===== config.mk =====
export PLATFORM = sky130hd
export DESIGN_NAME = i2c_master_ctrl
export DESIGN_NICKNAME = d
export VERILOG_FILES = /design/src/rtl/i2c_master_ctrl.sv
export SDC_FILE = /design/constraint.sdc
export NUM_CORES = 1
export LEC_CHECK = 0
export ABC_AREA = 1
export CORE_MARGIN = 2
export CORE_UTILIZATION = 41
export CTS_BUF_LIST = sky130_fd_sc_hd__clkbuf_2 sky130_fd_sc_hd__clkbuf_4 sky130_fd_sc_hd__clkbuf_8
export CTS_CLUSTER_SIZE = 10
export DETAILED_ROUTE_END_ITERATION = 10
export PLACE_DENSITY = 0.65
export SLEW_MARGIN = 20
export SYNTH_ARGS = -nofsm -noshare
export SYNTH_HDL_FRONTEND = slang
export SYNTH_SLANG_ARGS = --single-unit

===== constraint.sdc =====
create_clock -name ACLK -period 1.7 [get_ports ACLK]
set_input_delay 0.17 -clock ACLK [delete_from_list [all_inputs] [get_ports ACLK]]
set_output_delay 0.17 -clock ACLK [all_outputs]
set_load 0.1 [all_outputs]

===== src/rtl/i2c_master_ctrl.sv =====
// i2c_master_ctrl - single-master I2C byte engine.
// Takes one register-access command (write: dev/reg/wdata, read: dev/reg then
// repeated START and one data byte), drives SCL push-pull and SDA open-drain
// style, and returns read data plus a NACK error flag.
//
// Parameter: CLK_DIV - ACLK cycles per SCL quarter period (>= 2).
// Optional feature macro: I2C_MASTER_CLK_STRETCH_EN - when defined, the
//   quarter counter freezes in the third quarter while scl_i is low.
//
// Ports:
//   ACLK, RESETn            clock, asynchronous active-low reset
//   cmd_valid/cmd_ready     command handshake
//   cmd_rw/dev_id/reg/wdata command fields (latched at accept)
//   rsp_valid/rsp_ready     response handshake
//   rsp_rdata/rsp_err       read byte, NACK flag
//   busy                    accept .. response handshake
//   scl_o/scl_i             SCL drive / observed bus level
//   m_sda_o/_en/m_sda_i     SDA drive value, drive enable, bus level
module i2c_master_ctrl #(
  parameter int unsigned CLK_DIV = 4
) (
  input  logic       ACLK,
  input  logic       RESETn,
  input  logic       cmd_valid,
  output logic       cmd_ready,
  input  logic       cmd_rw,
  input  logic [6:0] cmd_dev_id,
  input  logic [7:0] cmd_reg,
  input  logic [7:0] cmd_wdata,
  output logic       rsp_valid,
  input  logic       rsp_ready,
  output logic [7:0] rsp_rdata,
  output logic       rsp_err,
  output logic       busy,
  output logic       scl_o,
  input  logic       scl_i,
  output logic       m_sda_o,
  output logic       m_sda_o_en,
  input  logic       m_sda_i
);

  localparam int unsigned CW = (CLK_DIV > 2) ? $clog2(CLK_DIV) : 1;
  localparam logic [CW-1:0] CNT_MAX = CW'(CLK_DIV - 1);

  if (CLK_DIV < 2) begin : g_bad_clk_div
    $error("i2c_master_ctrl: CLK_DIV must be >= 2");
  end

  typedef enum logic [3:0] {
    S_IDLE, S_START, S_TX, S_ACK_RX, S_RSTART, S_RX, S_ACK_TX, S_STOP, S_RESP
  } state_t;

  state_t          r_state, w_next;
  logic [CW-1:0]   r_cnt;
  logic [1:0]      r_q;
  logic [2:0]      r_bit;
  logic [1:0]      r_phase;   // 0: dev byte, 1: reg byte, 2: wdata / read dev byte
  logic [7:0]      r_sh;
  logic            r_ack;
  logic            r_rw;
  logic [6:0]      r_dev;
  logic [7:0]      r_reg;
  logic [7:0]      r_wdata;
  logic [7:0]      r_rdata;
  logic            r_err;

  logic w_run, w_freeze, w_qend, w_sample, w_slot_end, w_accept;

  assign w_run    = (r_state != S_IDLE) && (r_state != S_RESP);
  assign w_accept = cmd_valid && (r_state == S_IDLE);

`ifdef I2C_MASTER_CLK_STRETCH_EN
  assign w_freeze = (r_q == 2'd2) && !scl_i;
`else
  logic w_unused_scl_i;
  assign w_unused_scl_i = scl_i;
  assign w_freeze = 1'b0;
`endif

  assign w_qend     = w_run && !w_freeze && (r_cnt == CNT_MAX);
  assign w_sample   = w_qend && (r_q == 2'd2);
  assign w_slot_end = w_qend && (r_q == 2'd3);

  assign cmd_ready = (r_state == S_IDLE);
  assign busy      = (r_state != S_IDLE);
  assign rsp_valid = (r_state == S_RESP);
  assign rsp_rdata = r_rdata;
  assign rsp_err   = r_err;

  always_ff @(posedge ACLK or negedge RESETn) begin
    if (!RESETn) r_state <= S_IDLE;
    else         r_state <= w_next;
  end

  always_comb begin
    w_next     = r_state;
    scl_o      = 1'b1;
    m_sda_o    = 1'b1;
    m_sda_o_en = 1'b0;
    case (r_state)
      S_IDLE: if (cmd_valid) w_next = S_START;
      S_START: begin
        m_sda_o_en = 1'b1;
        m_sda_o    = (r_q == 2'd0);
        if (w_slot_end) w_next = S_TX;
      end
      S_TX: begin
        scl_o      = r_q[1];
        m_sda_o_en = 1'b1;
        m_sda_o    = r_sh[7];
        if (w_slot_end && r_bit == 3'd0) w_next = S_ACK_RX;
      end
      S_ACK_RX: begin
        scl_o = r_q[1];
        if (w_slot_end) begin
          if (r_ack) w_next = S_STOP;
          else begin
            case (r_phase)
              2'd0:    w_next = S_TX;
              2'd1:    w_next = r_rw ? S_RSTART : S_TX;
              default: w_next = r_rw ? S_RX : S_STOP;
            endcase
          end
        end
      end
      S_RSTART: begin
        // low/high/high/low SCL so SDA can fall while SCL is high in q2
        scl_o      = (r_q == 2'd1) || (r_q == 2'd2);
        m_sda_o_en = 1'b1;
        m_sda_o    = !r_q[1];
        if (w_slot_end) w_next = S_TX;
      end
      S_RX: begin
        scl_o = r_q[1];
        if (w_slot_end && r_bit == 3'd0) w_next = S_ACK_TX;
      end
      S_ACK_TX: begin
        scl_o      = r_q[1];
        m_sda_o_en = 1'b1;
        if (w_slot_end) w_next = S_STOP;
      end
      S_STOP: begin
        scl_o      = (r_q != 2'd0);
        m_sda_o_en = 1'b1;
        m_sda_o    = r_q[1];
        if (w_slot_end) w_next = S_RESP;
      end
      S_RESP: if (rsp_ready) w_next = S_IDLE;
      default: w_next = S_IDLE;
    endcase
  end

  always_ff @(posedge ACLK or negedge RESETn) begin
    if (!RESETn) begin
      r_cnt   <= '0;
      r_q     <= '0;
      r_bit   <= '0;
      r_phase <= '0;
      r_sh    <= '0;
      r_ack   <= 1'b0;
      r_rw    <= 1'b0;
      r_dev   <= '0;
      r_reg   <= '0;
      r_wdata <= '0;
      r_rdata <= '0;
      r_err   <= 1'b0;
    end else begin
      if (!w_run) begin
        r_cnt <= '0;
        r_q   <= '0;
      end else if (!w_freeze) begin
        r_cnt <= (r_cnt == CNT_MAX) ? '0 : r_cnt + 1'b1;
        if (w_qend) r_q <= r_q + 2'd1;
      end

      if (w_accept) begin
        r_rw    <= cmd_rw;
        r_dev   <= cmd_dev_id;
        r_reg   <= cmd_reg;
        r_wdata <= cmd_wdata;
        r_sh    <= {cmd_dev_id, 1'b0};
        r_bit   <= 3'd7;
        r_phase <= 2'd0;
        r_rdata <= '0;
        r_err   <= 1'b0;
      end

      case (r_state)
        S_TX: if (w_slot_end) begin
          r_sh  <= {r_sh[6:0], 1'b0};
          r_bit <= r_bit - 3'd1;   // wraps to 7, ready for the next byte
        end
        S_ACK_RX: begin
          if (w_sample) r_ack <= m_sda_i;
          if (w_slot_end) begin
            if (r_ack) r_err <= 1'b1;
            else begin
              case (r_phase)
                2'd0: begin
                  r_sh    <= r_reg;
                  r_phase <= 2'd1;
                end
                2'd1: begin
                  r_sh    <= r_rw ? {r_dev, 1'b1} : r_wdata;
                  r_phase <= 2'd2;
                end
                default: ;
              endcase
            end
          end
        end
        S_RX: begin
          if (w_sample) r_sh <= {r_sh[6:0], m_sda_i};
          if (w_slot_end) begin
            r_bit <= r_bit - 3'd1;
            if (r_bit == 3'd0) r_rdata <= r_sh;
          end
        end
        default: ;
      endcase
    end
  end

endmodule


=== Word-level counts from Yosys, hierarchy flattened ===
Index checks and enable logic that the tools add are counted.

* Output and inout port bits: 15
* Bits of input ports: 30
* Register bits: 55
* Logic and storage cells: 103

* Equal/unequal tests: 23
* Add/subtract/negate cells: 3
* Mux-type cells: 44
* Reduce and logical (&&, ||, !) cells: 20

{| class="wikitable"
|+ Operators with widths
! operator !! count
|-
| 2-to-1 mux 8 bit || 10
|-
| 2-to-1 mux 4 bit || 8
|-
| one-hot mux 4 bit (8 select lines) || 1
|-
| one-hot mux 8 bit (3 select lines) || 1
|-
| 2-to-1 mux 2 bit || 9
|-
| equality test 4 x 3 -> 1 bit, second input constant || 4
|-
| one-hot mux 8 bit (2 select lines) || 1
|-
| 2-to-1 mux 3 bit || 5
|-
| inequality test 2 bit, second input constant || 6
|-
| equality test 4 x 2 -> 1 bit, second input constant || 2
|-
| AND reduction 8 bit || 1
|-
| equality test 2 bit, second input constant || 3
|-
| logical AND 1 bit || 6
|-
| inequality test 2 x 1 -> 1 bit, second input constant || 3
|-
| one-hot mux 3 bit (2 select lines) || 1
|-
| 2-to-1 mux 1 bit || 5
|-
| OR reduction 5 bit || 1
|-
| adder 2 x 1 -> 2 bit, second input constant || 2
|-
| equality test 2 x 1 -> 1 bit, second input constant || 2
|-
| equality test 4 x 1 -> 1 bit, second input constant || 1
|-
| equality test 4 bit, second input constant || 1
|-
| zero test 2 bit || 2
|-
| zero test 4 bit || 1
|-
| inequality test 4 bit, second input constant || 1
|-
| other kinds (12) || 13
|}

=== Depth between registers and ports, before layout ===
Gate-level depths: netlist (run 1).

* Word-level depth: 7
* Mapped depth: 12
* Depth with buffers taken out: 11

=== Least setup slack after synthesis (run 1) ===
OpenSTA, ideal clock, no wires.

* Path kind: reg2out
* From: register r_state[3]
* To: output port m_sda_o
* Arrival time: 2.434 ns
* Required time: 1.530 ns
* Slack: -0.904 ns
* Stages on the path, launching flop included: 8
* Cells stage by stage: dfrtp_1 inv_1 nand2_1 inv_1 nand2_1 nor2_1 inv_1 o211ai_1

* Word-level cells in the longest chain between the ends: 2

{| class="wikitable"
|+ RTL lines
! element !! RTL line !! RTL
|-
| from (decl) || 53 || <nowiki>state_t r_state, w_next;</nowiki>
|-
| from (signal assigned) || 92 || <nowiki>else r_state <= w_next;</nowiki>
|-
| equality test 4 x 3 -> 1 bit (tied with other cells) || 100 || <nowiki>case (r_state)</nowiki>
|-
| one-hot mux 1 bit (4 select lines) * || 100 ||
|-
| to (decl) || 37 || <nowiki>output logic m_sda_o,</nowiki>
|}

Every way passes the cells marked *; elsewhere a longest branch is shown, timed or not.

=== Worst setup path after layout (run 1) ===
* From: register r_q[0]
* To: output port m_sda_o

* Word-level cells in the longest chain between the ends: 2

{| class="wikitable"
|+ RTL lines
! element !! RTL line !! RTL
|-
| from (decl) || 55 || <nowiki>logic [1:0] r_q;</nowiki>
|-
| from (signal assigned) || 173 || <nowiki>if (w_qend) r_q <= r_q + 2'd1;</nowiki>
|-
| zero test 2 bit || 104 || <nowiki>m_sda_o = (r_q == 2'd0);</nowiki>
|-
| one-hot mux 1 bit (4 select lines) || 100 ||
|}

No other way between the ends.

==> results.toml, run 1 <==
[global_route]
antenna_found_initial = 0
grt_pass1_wl_um = 15400
track_usage = 0.222
grt_max_degree = 35
grt.overflow.total = 0
grt_pass1_vias = 3335

[logic_synthesis]
yosysWarningCount = 0
yosys-top-cells-area = "dfrtp_1, nand2_1, nand3_1"
syn-instance-count = 454
synth-seq-area-share = 0.423
yosys_register_bits = 55
yosysTopAreaCell = "dfrtp_1"
syn_nets = 490
avgSynthCellArea_um2 = 7.16
netlist.area_leader.share = 0.423
syn_area_um2 = 3250
ys_types = 30

[timing]
drv_slew = 0
hold_viol_final = 0
setup_viol = 13
worst_pin_slew_ns = 0.548
rsz0062_at_grt = "yes"
min_period_over_period = 1.12
fmax_ghz = 0.524
worst_slack_ns = -0.208
period_minus_slack_ns = 1.91
skew_ns = 0.0160
relSlewSlack = 0.635

[place]
place_congestion = 0.882
io_buffers = 43
post-place-ws_ns = -0.00206
postPlaceCellArea_um2 = 4060
hpwl_um = 6370

[clock_tree]
clock_latency_ns = 0.32
cts_root_buf = "clkbuf_8"
cts_max_level = 2
cts_buffer_depth = 2
clock_sinks = 55
clkTransAtPathRegs_ns = 0.11
cts_inserted_buffers = 5
cts_tree = "yes"

[status]
status = "complete, but fails checks"
violations = "negative setup slack"

[drt]
wl_per_cell_um = 15.0
drt-initial-drc-count = 230
drc = 0
wl_um = 9700
ant_nets = 0
first_pass_iters = 4
num_vias = 3371
vias_per_cell = 5.20

[die]
fp.dieArea_um2 = 8660
rows = 32
initial_utilization = 0.423
fp.coreArea_um2 = 7690
dieWidth_um = 93.1
ios = 45
die_h_um = 93.1

[cells_and_area]
postLayoutCellArea_um2 = 4770
seqCellArea_um2 = 1380
antenna_cells = 0
multi_input_area_um2 = 1910
fill_cells = 688
syn2layout_area_growth_pct = 46.6
layout-drive-gt1-share = 0.280
nets = 581

[pwr]
p_per_area_nw_per_um2 = 1600
leakagePower_uw = 0.00240
ir_worst_vdd_mv = 2.94

[hold_path]
holdCritPathClass = "input port to async pin"

[setup_path]
r2r_cells = 11
cp-end-kind = "output port"
critical_path.max_fanout = 3
crit_required_ns = 1.53
start_kind = "flip-flop"
critPathKind = "flip-flop to output port"
crit_arrival_ns = 1.74

[job]
max_cap_violations = 0
synthesized netlist by cell type (all sizes together):
cell type    n
nor2        19
nor3         1
o21ai       28
a21oi        3
clkinv       3
nand4       16
o2111ai      1
or2          5
a32o         1
o211ai       8
inv         42
buf         12
clkbuf       2
ha           6
nand3       56
dfrtp       55
nand2      193
o31a         1
o22ai        2
metrics by stage:
stage / TNS, ns / util / cells / hold WS [ns] / power, uW
after floorplan: -4.60 / - / 454 / -0.126 / 4540
after global placement: 0 / 0.528 / 610 / 0.185 / 5850
after detailed placement: -0.00206 / 0.528 / 610 / 0.203 / 5920
after CTS: -1.24 / 0.567 / 635 / 0.366 / 6980
after global routing: -2.92 / 0.620 / 648 / 0.372 / 8100
final: -0.889 / 0.620 / 648 / 0.359 / 7610
final timing paths:
check	end	slack (ns)	start
min reg2reg	r_cnt[0]	0.44	r_cnt[0]
max reg2reg	r_sh[7]	-0.08	r_state[1]
max in group asynchronous	r_dev[5]	0.77	RESETn
min in group ACLK	r_reg[4]	0.37	cmd_reg[4]
max	m_sda_o	-0.21	r_q[0]
min	r_q[1]	0.36	RESETn
worst max-delay path, cell delays in order, from the launching register on:
cell       delay, ns
dfrtp_1         0.39
inv_2           0.05
buf_4           0.14
ha_4            0.15
inv_2           0.06
o22ai_2         0.08
a21oi_1         0.16
o211ai_1        0.16
clkbuf_16       0.23
routing by layer:
layer	vias up	share of wire	track usage
met5	-	0	0
met4	0	0.014	0.0748
met3	10	0.033	0.0306
met2	66	0.51	0.383
met1	1637	0.45	0.287
li1	1658	-	-
cell families (layout without fill, tap and decap cells):
group           Yosys count  after routing  share of synthesized area
compound gates           44             44                     0.0785
fa+ha+maj                 6              6                     0.0231
buf+inv                  59            150                     0.0766
flops                    55             55                      0.423
simple gates            290            291                      0.399
report_power, final:
| group | switching [uW] | internal [uW] |
|---|---|---|
| logic | 2850 | 1900 |
| clock network | 494 | 302 |
| registers | 333 | 1730 |
| total | 3670 | 3940 |
final cells by class:
cell class | count | area share
clock buffer | 5 | 0.0144
inverter | 45 | 0.0380
multi-input combinational | 341 | 0.401
sequential | 55 | 0.289
clock inverter | 3 | 0.00525
tap | 102 | 0.0268
timing repair buffer | 97 | 0.225
cell usage in the layout (no fill, tap or decap), types with 2 or more instances in the layout:
cell type        Yosys  layout
nand2_4              1       9
ha_1                 6       5
a21oi_1              3       3
dfrtp_1             55      52
nor2_2               3       3
inv_1               37      28
nand3_2              4       7
buf_4                3      37
nand2_8              0       2
o21ai_0             16      14
o211ai_1             8       8
nand2_1            191     172
dfrtp_2              0       3
nand2_2              1      10
clkdlybuf4s50_1      0      27
inv_2                5      10
buf_6                1      12
inv_6                0       2
o21ai_2              0       4
buf_12               0      12
nor2_4               3       6
clkinvlp_4           0       2
clkinv_1             3       2
buf_8                0       4
nor2_1              13      10
clkbuf_8             0       5
clkbuf_16            0       3
nand4_1             16      16
inv_4                0       3
or2_2                5       5
o21ai_1             12      10
nand3_4              1       8
nand3_1             51      42
repair_timing:
| item | in CTS | in global routing |
|---|---|---|
| hold buffers | 1 | 0 |
| setup buffers | 16 | 16 |
| gates cloned | 0 | 2 |
| endpoints found under the hold margin | 21 | 0 |
| endpoints found under the setup margin | 8 | 30 |
| resized for setup | 26 | 69 |
| pin swaps | 10 | 24 |
Note: power is estimated with default switching activity, not from simulation.
==> run 2: changes to the inputs <==
--- a/config.mk
+++ b/config.mk
@@ -6,6 +6,7 @@
 export NUM_CORES = 1
 export LEC_CHECK = 0
 export ABC_AREA = 1
+export CORE_ASPECT_RATIO = 1.75
 export CORE_MARGIN = 2
 export CORE_UTILIZATION = 41
 export CTS_BUF_LIST = sky130_fd_sc_hd__clkbuf_2 sky130_fd_sc_hd__clkbuf_4 sky130_fd_sc_hd__clkbuf_8
==> run 2 against run 1 <==
The run still ends with negative setup slack left. Wire length shrank 4.0%. Clock power down 5.5%. Power shrank 2.9%. First-iteration DRC count down 21%. Non-clock buffer count stayed put. Sequential power barely moved. Global-route usage is 0.33 points higher. Sequential cell count is the same. Clock skew decreased by 0.0032 ns. Critical path type unchanged. Critical endpoint unchanged. Largest power group unchanged.
==> results.toml, run 2 (synthesized netlist as in run 1, its figures left out) <==
[setup_path]
critPathKind = "flip-flop to output port"
crit_arrival_ns = 1.75
reg2reg_slack_ns = 0.05
cp-end-kind = "output port"
crit_required_ns = 1.53
start_kind = "flip-flop"
critical_path.max_fanout = 3

[timing]
relSlewSlack = 0.793
rsz0062_at_grt = "yes"
worst_slack_ns = -0.219
setup_viol = 4
fmax_ghz = 0.521
skew_ns = 0.0128
drv_slew = 0
hold_viol_final = 0
worst_pin_slew_ns = 0.311
period_minus_slack_ns = 1.92
min_period_over_period = 1.13

[place]
io_buffers = 43
post-place-ws_ns = -0.0169
hpwl_um = 7010
place_congestion = 0.965
place_inst = 609

[cells_and_area]
syn2layout_area_growth_pct = 41.4
fill_cells = 724
nets = 580
mostFrequentLayoutCells = "nand2_1, dfrtp_1, nand3_1"
finalNonFillerCells = 635
antenna_cells = 0
layout-drive-gt1-share = 0.259
final_common_cell = "nand2_1"

[clock_tree]
cts_tree = "yes"
clock_latency_ns = 0.32
cts_inserted_buffers = 5
clkTransAtPathRegs_ns = 0.10
cts_root_buf = "clkbuf_8"
cts_buffer_depth = 2
clock_sinks = 55
cts_max_level = 2

[hold_path]
holdCritPathClass = "input port to async pin"

[drt]
wl_per_cell_um = 14.7
ant_nets = 0
vias_per_cell = 5.20
wl_um = 9320
num_vias = 3305
drt-initial-drc-count = 182
drc = 0
first_pass_iters = 5

[die]
fp.coreArea_um2 = 7800
fp.dieArea_um2 = 8690
initial_utilization = 0.417
rows = 43
die_h_um = 122
dieWidth_um = 71.3
ios = 45

[global_route]
grt_max_degree = 56
grt.overflow.total = 0
grt_pass1_wl_um = 15300
grt_pass1_vias = 3310
antenna_found_initial = 0
track_usage = 0.225

[status]
status = "complete, but fails checks"
violations = "negative setup slack"

[job]
max_cap_violations = 0

[pwr]
p_per_area_nw_per_um2 = 1610
leakagePower_uw = 0.00233
ir_worst_vdd_mv = 2.91
==> run 2: cell count changes in the layout (fill, tap and decap cells not counted), moves of 2 or more <==
cell       change
nand2_2        +2
nand3_2        -3
buf_8          -3
nand2_4        -3
buf_12         +2
buf_6          -5
buf_4          +8
dfrtp_2        -2
o21ai_2        -3
clkbuf_16      -2
nand3_4        -4
dfrtp_1        +2
nand3_1        +6
==> run 2: layout make-up <==
cell class	instances	area [um2]	area share
multi-input cells	340	1810	0.394
flip-flops and latches	55	1380	0.300
clock inverters	2	12.5	0.00272
inverters	45	185	0.0403
well taps	90	113	0.0245
repair buffers	97	1020	0.222
clock buffers	6	76.3	0.0166
==> run 2: timing repair <==
item | in CTS | in global routing
endpoints found under the setup margin | 7 | 28
hold buffers | 1 | 0
pin swaps | 9 | 11
setup buffers | 9 | 9
resized for setup | 20 | 41
hold endpoints to repair | 55 | 0
==> run 2: path summary, 6_finish.rpt <==
kind / startpoint / to / cells after the start
hold reg to reg: r_cnt[0] / r_cnt[0] / 1
min in group ACLK: cmd_wdata[5] / r_wdata[5] / 3
max in group asynchronous: RESETn / r_q[1] / 3
setup / recovery: r_state[2] / m_sda_o / 8
setup reg to reg: r_state[2] / r_sh[0] / 8
hold / removal: RESETn / r_state[1] / 3
==> run 2: worst max-delay path, cell delays in order, from the launching register on <==
cell and delay (ns):
dfrtp_1 0.44, buf_6 0.15, nand2_8 0.07, inv_6 0.07, nand2_4 0.06, nor2_4 0.09
inv_2 0.05, o211ai_1 0.25, clkbuf_16 0.26
==> run 2: routing by layer <==
metal	routed length [um]	track usage	up-vias
met5	0	0	-
met4	477	0.133	0
li1	-	-	1653
met3	324	0.0306	31
met2	5010	0.406	93
met1	3510	0.245	1528
==> run 2: metrics by stage <==
stage / power [uW] / area (um2) / setup TNS [ns] / util / hold WS (ns)
finish: 7390 / 4600 / -0.425 / 0.589 / 0.351
global route: 7880 / 4600 / -1.17 / 0.589 / 0.380
CTS: 7070 / 4390 / -0.502 / 0.563 / 0.364
detailed placement: 6070 / 4160 / -0.0439 / 0.533 / 0.192
global placement: 6000 / 4160 / 0 / 0.533 / 0.189
floorplan: 4540 / 3290 / -4.60 / - / -0.126
==> run 2: report_power, final <==
part	internal [uW]	switching (uW)	total, uW	leakage, uW
Clock	305	447	752	0.0000446
Combinational	1790	2770	4560	0.00159
Sequential	1730	343	2070	0.000698
==> run 3: changes to the inputs <==
--- a/config.mk
+++ b/config.mk
@@ -9,7 +9,7 @@
 export CORE_ASPECT_RATIO = 1.75
 export CORE_MARGIN = 2
 export CORE_UTILIZATION = 41
-export CTS_BUF_LIST = sky130_fd_sc_hd__clkbuf_2 sky130_fd_sc_hd__clkbuf_4 sky130_fd_sc_hd__clkbuf_8
+export CTS_BUF_LIST = sky130_fd_sc_hd__clkbuf_16
 export CTS_CLUSTER_SIZE = 10
 export DETAILED_ROUTE_END_ITERATION = 10
 export PLACE_DENSITY = 0.65
==> run 3 against run 2 <==
Highest routed layer unchanged. Die area is the same. Maximum frequency grew 2.1%. Combinational power is essentially flat. The flow still finishes with violations (negative setup slack). First-iteration DRC count grew 20%. Final area grew 1.3%. Largest cell class unchanged. Final cell count grew 0.16%.
==> results.toml, run 3 (synthesized netlist as in run 1, its figures left out) <==
[status]
status = "complete, but fails checks"
violations = "negative setup slack"

[clock_tree]
cts_max_level = 2
clock_sinks = 55
cts_inserted_buffers = 5
cts_root_buf = "clkbuf_16"
clock_latency_ns = 0.30
cts_tree = "yes"
clkTransAtPathRegs_ns = 0.07
cts_buffer_depth = 2

[setup_path]
crit_required_ns = 1.53
cp_slowest_cell = "dfrtp_1"
worstPathCellList = "buf_6 > nand2_8 > inv_6 > nand2_4 > nor2_4 > inv_2 > o211ai_1 > clkbuf_16"
start_kind = "flip-flop"
cp_top_family = "buffers and inverters"
crit_arrival_ns = 1.71
timing.critical_path.buf_inv = 4
slowest_delay_ns = 0.43
cp-end-kind = "output port"
critPathKind = "flip-flop to output port"
critical_path.max_fanout = 3

[pwr]
leakagePower_uw = 0.00236
ir_worst_vdd_mv = 2.91
p_per_area_nw_per_um2 = 1650

[global_route]
grt_pass1_wl_um = 15400
antenna_found_initial = 0
grt_max_degree = 56
grt_pass1_vias = 3316
track_usage = 0.226
grt.overflow.total = 0

[timing]
period_minus_slack_ns = 1.88
drv_slew = 0
worst_slack_ns = -0.180
min_period_over_period = 1.11
skew_ns = 0.00821
hold_viol_final = 0
rsz0062_at_grt = "yes"
setup_viol = 3
relSlewSlack = 0.794
fmax_ghz = 0.532
finalSetupTns_ns = -0.303
worst_pin_slew_ns = 0.308

[die]
fp.coreArea_um2 = 7800
fp.dieArea_um2 = 8690
dieWidth_um = 71.3
rows = 43
initial_utilization = 0.417
ios = 45
die_h_um = 122

[drt]
vias_per_cell = 5.25
ant_nets = 0
wl_per_cell_um = 14.9
drc = 0
drt-initial-drc-count = 219
num_vias = 3337
wl_um = 9460
first_pass_iters = 4

[place]
place_congestion = 0.965
place_inst = 609
postPlaceCellArea_um2 = 4160
io_buffers = 43
hpwl_um = 7010
post-place-ws_ns = -0.0169

[cells_and_area]
antenna_cells = 0
finalNonFillerCells = 636
seqCellArea_um2 = 1380
postLayoutCellArea_um2 = 4660
fill_cells = 721
syn2layout_area_growth_pct = 43.2
fin_util = 0.597
mostFrequentLayoutCells = "nand2_1, dfrtp_1, nand3_1"
multi_input_area_um2 = 1810
nets = 581
layout-drive-gt1-share = 0.256
final_common_cell = "nand2_1"

[hold_path]
holdCritPathClass = "input port to async pin"

[job]
max_cap_violations = 0
-- run 3: final timing paths --
path                         startpoint          to  slack [ns]  cells past startpoint
setup reg to reg             r_state[0]     r_sh[5]        0.03                      8
max in group asynchronous        RESETn      r_q[1]        1.03                      3
min in group ACLK          cmd_wdata[5]  r_wdata[5]        0.41                      3
hold reg to reg                r_cnt[0]    r_cnt[0]        0.43                      1
setup / recovery             r_state[2]     m_sda_o       -0.18                      8
hold / removal                   RESETn  r_state[0]        0.39                      3
-- run 3: through the flow --
stage / hold slack [ns] / power (uW)
2_1_floorplan: -0.126 / 4540
3_3_place_gp: 0.189 / 6000
6_report: 0.393 / 7680
5_1_grt: 0.419 / 8170
4_1_cts: 0.401 / 7350
3_5_place_dp: 0.192 / 6070
-- run 3: worst reg2reg max path, delay by kind of cell (launching register included) --
| family | cells | cell delay, ns |
|---|---|---|
| buffers and inverters | 2 | 0.31 |
| AND/OR/NAND/NOR | 6 | 0.80 |
| flip-flops | 1 | 0.41 |
-- run 3: routing by layer --
metal  up-vias  wire [um]  share of wire  global-route usage
met5         -          0              0                   0
met4         0        530          0.056               0.132
met3        31        405          0.043              0.0356
met2       104       5070           0.54               0.407
met1      1545       3450           0.36               0.245
li1       1657          -              -                   -
-- run 3: report_power, final --
| group | total [uW] | internal, uW | switching (uW) | leakage (uW) |
|---|---|---|---|---|
| registers | 2070 | 1730 | 340 | 0.000698 |
| clock network | 1020 | 539 | 479 | 0.0000710 |
| logic | 4580 | 1800 | 2790 | 0.00159 |
-- run 3: final cells by class --
class,instances,share of cell area
repair buffers,98,0.220
flip-flops and latches,55,0.296
well taps,90,0.0242
inverters,45,0.0398
clock buffers,5,0.0269
clock inverters,3,0.00349
multi-input cells,340,0.390
-- run 3: timing repair --
action,CTS,global route
pin swaps,9,10
hold endpoints to repair,55,0
hold buffers,1,0
gates resized for setup,20,40
endpoints found under the setup margin,8,26
setup buffers,9,10
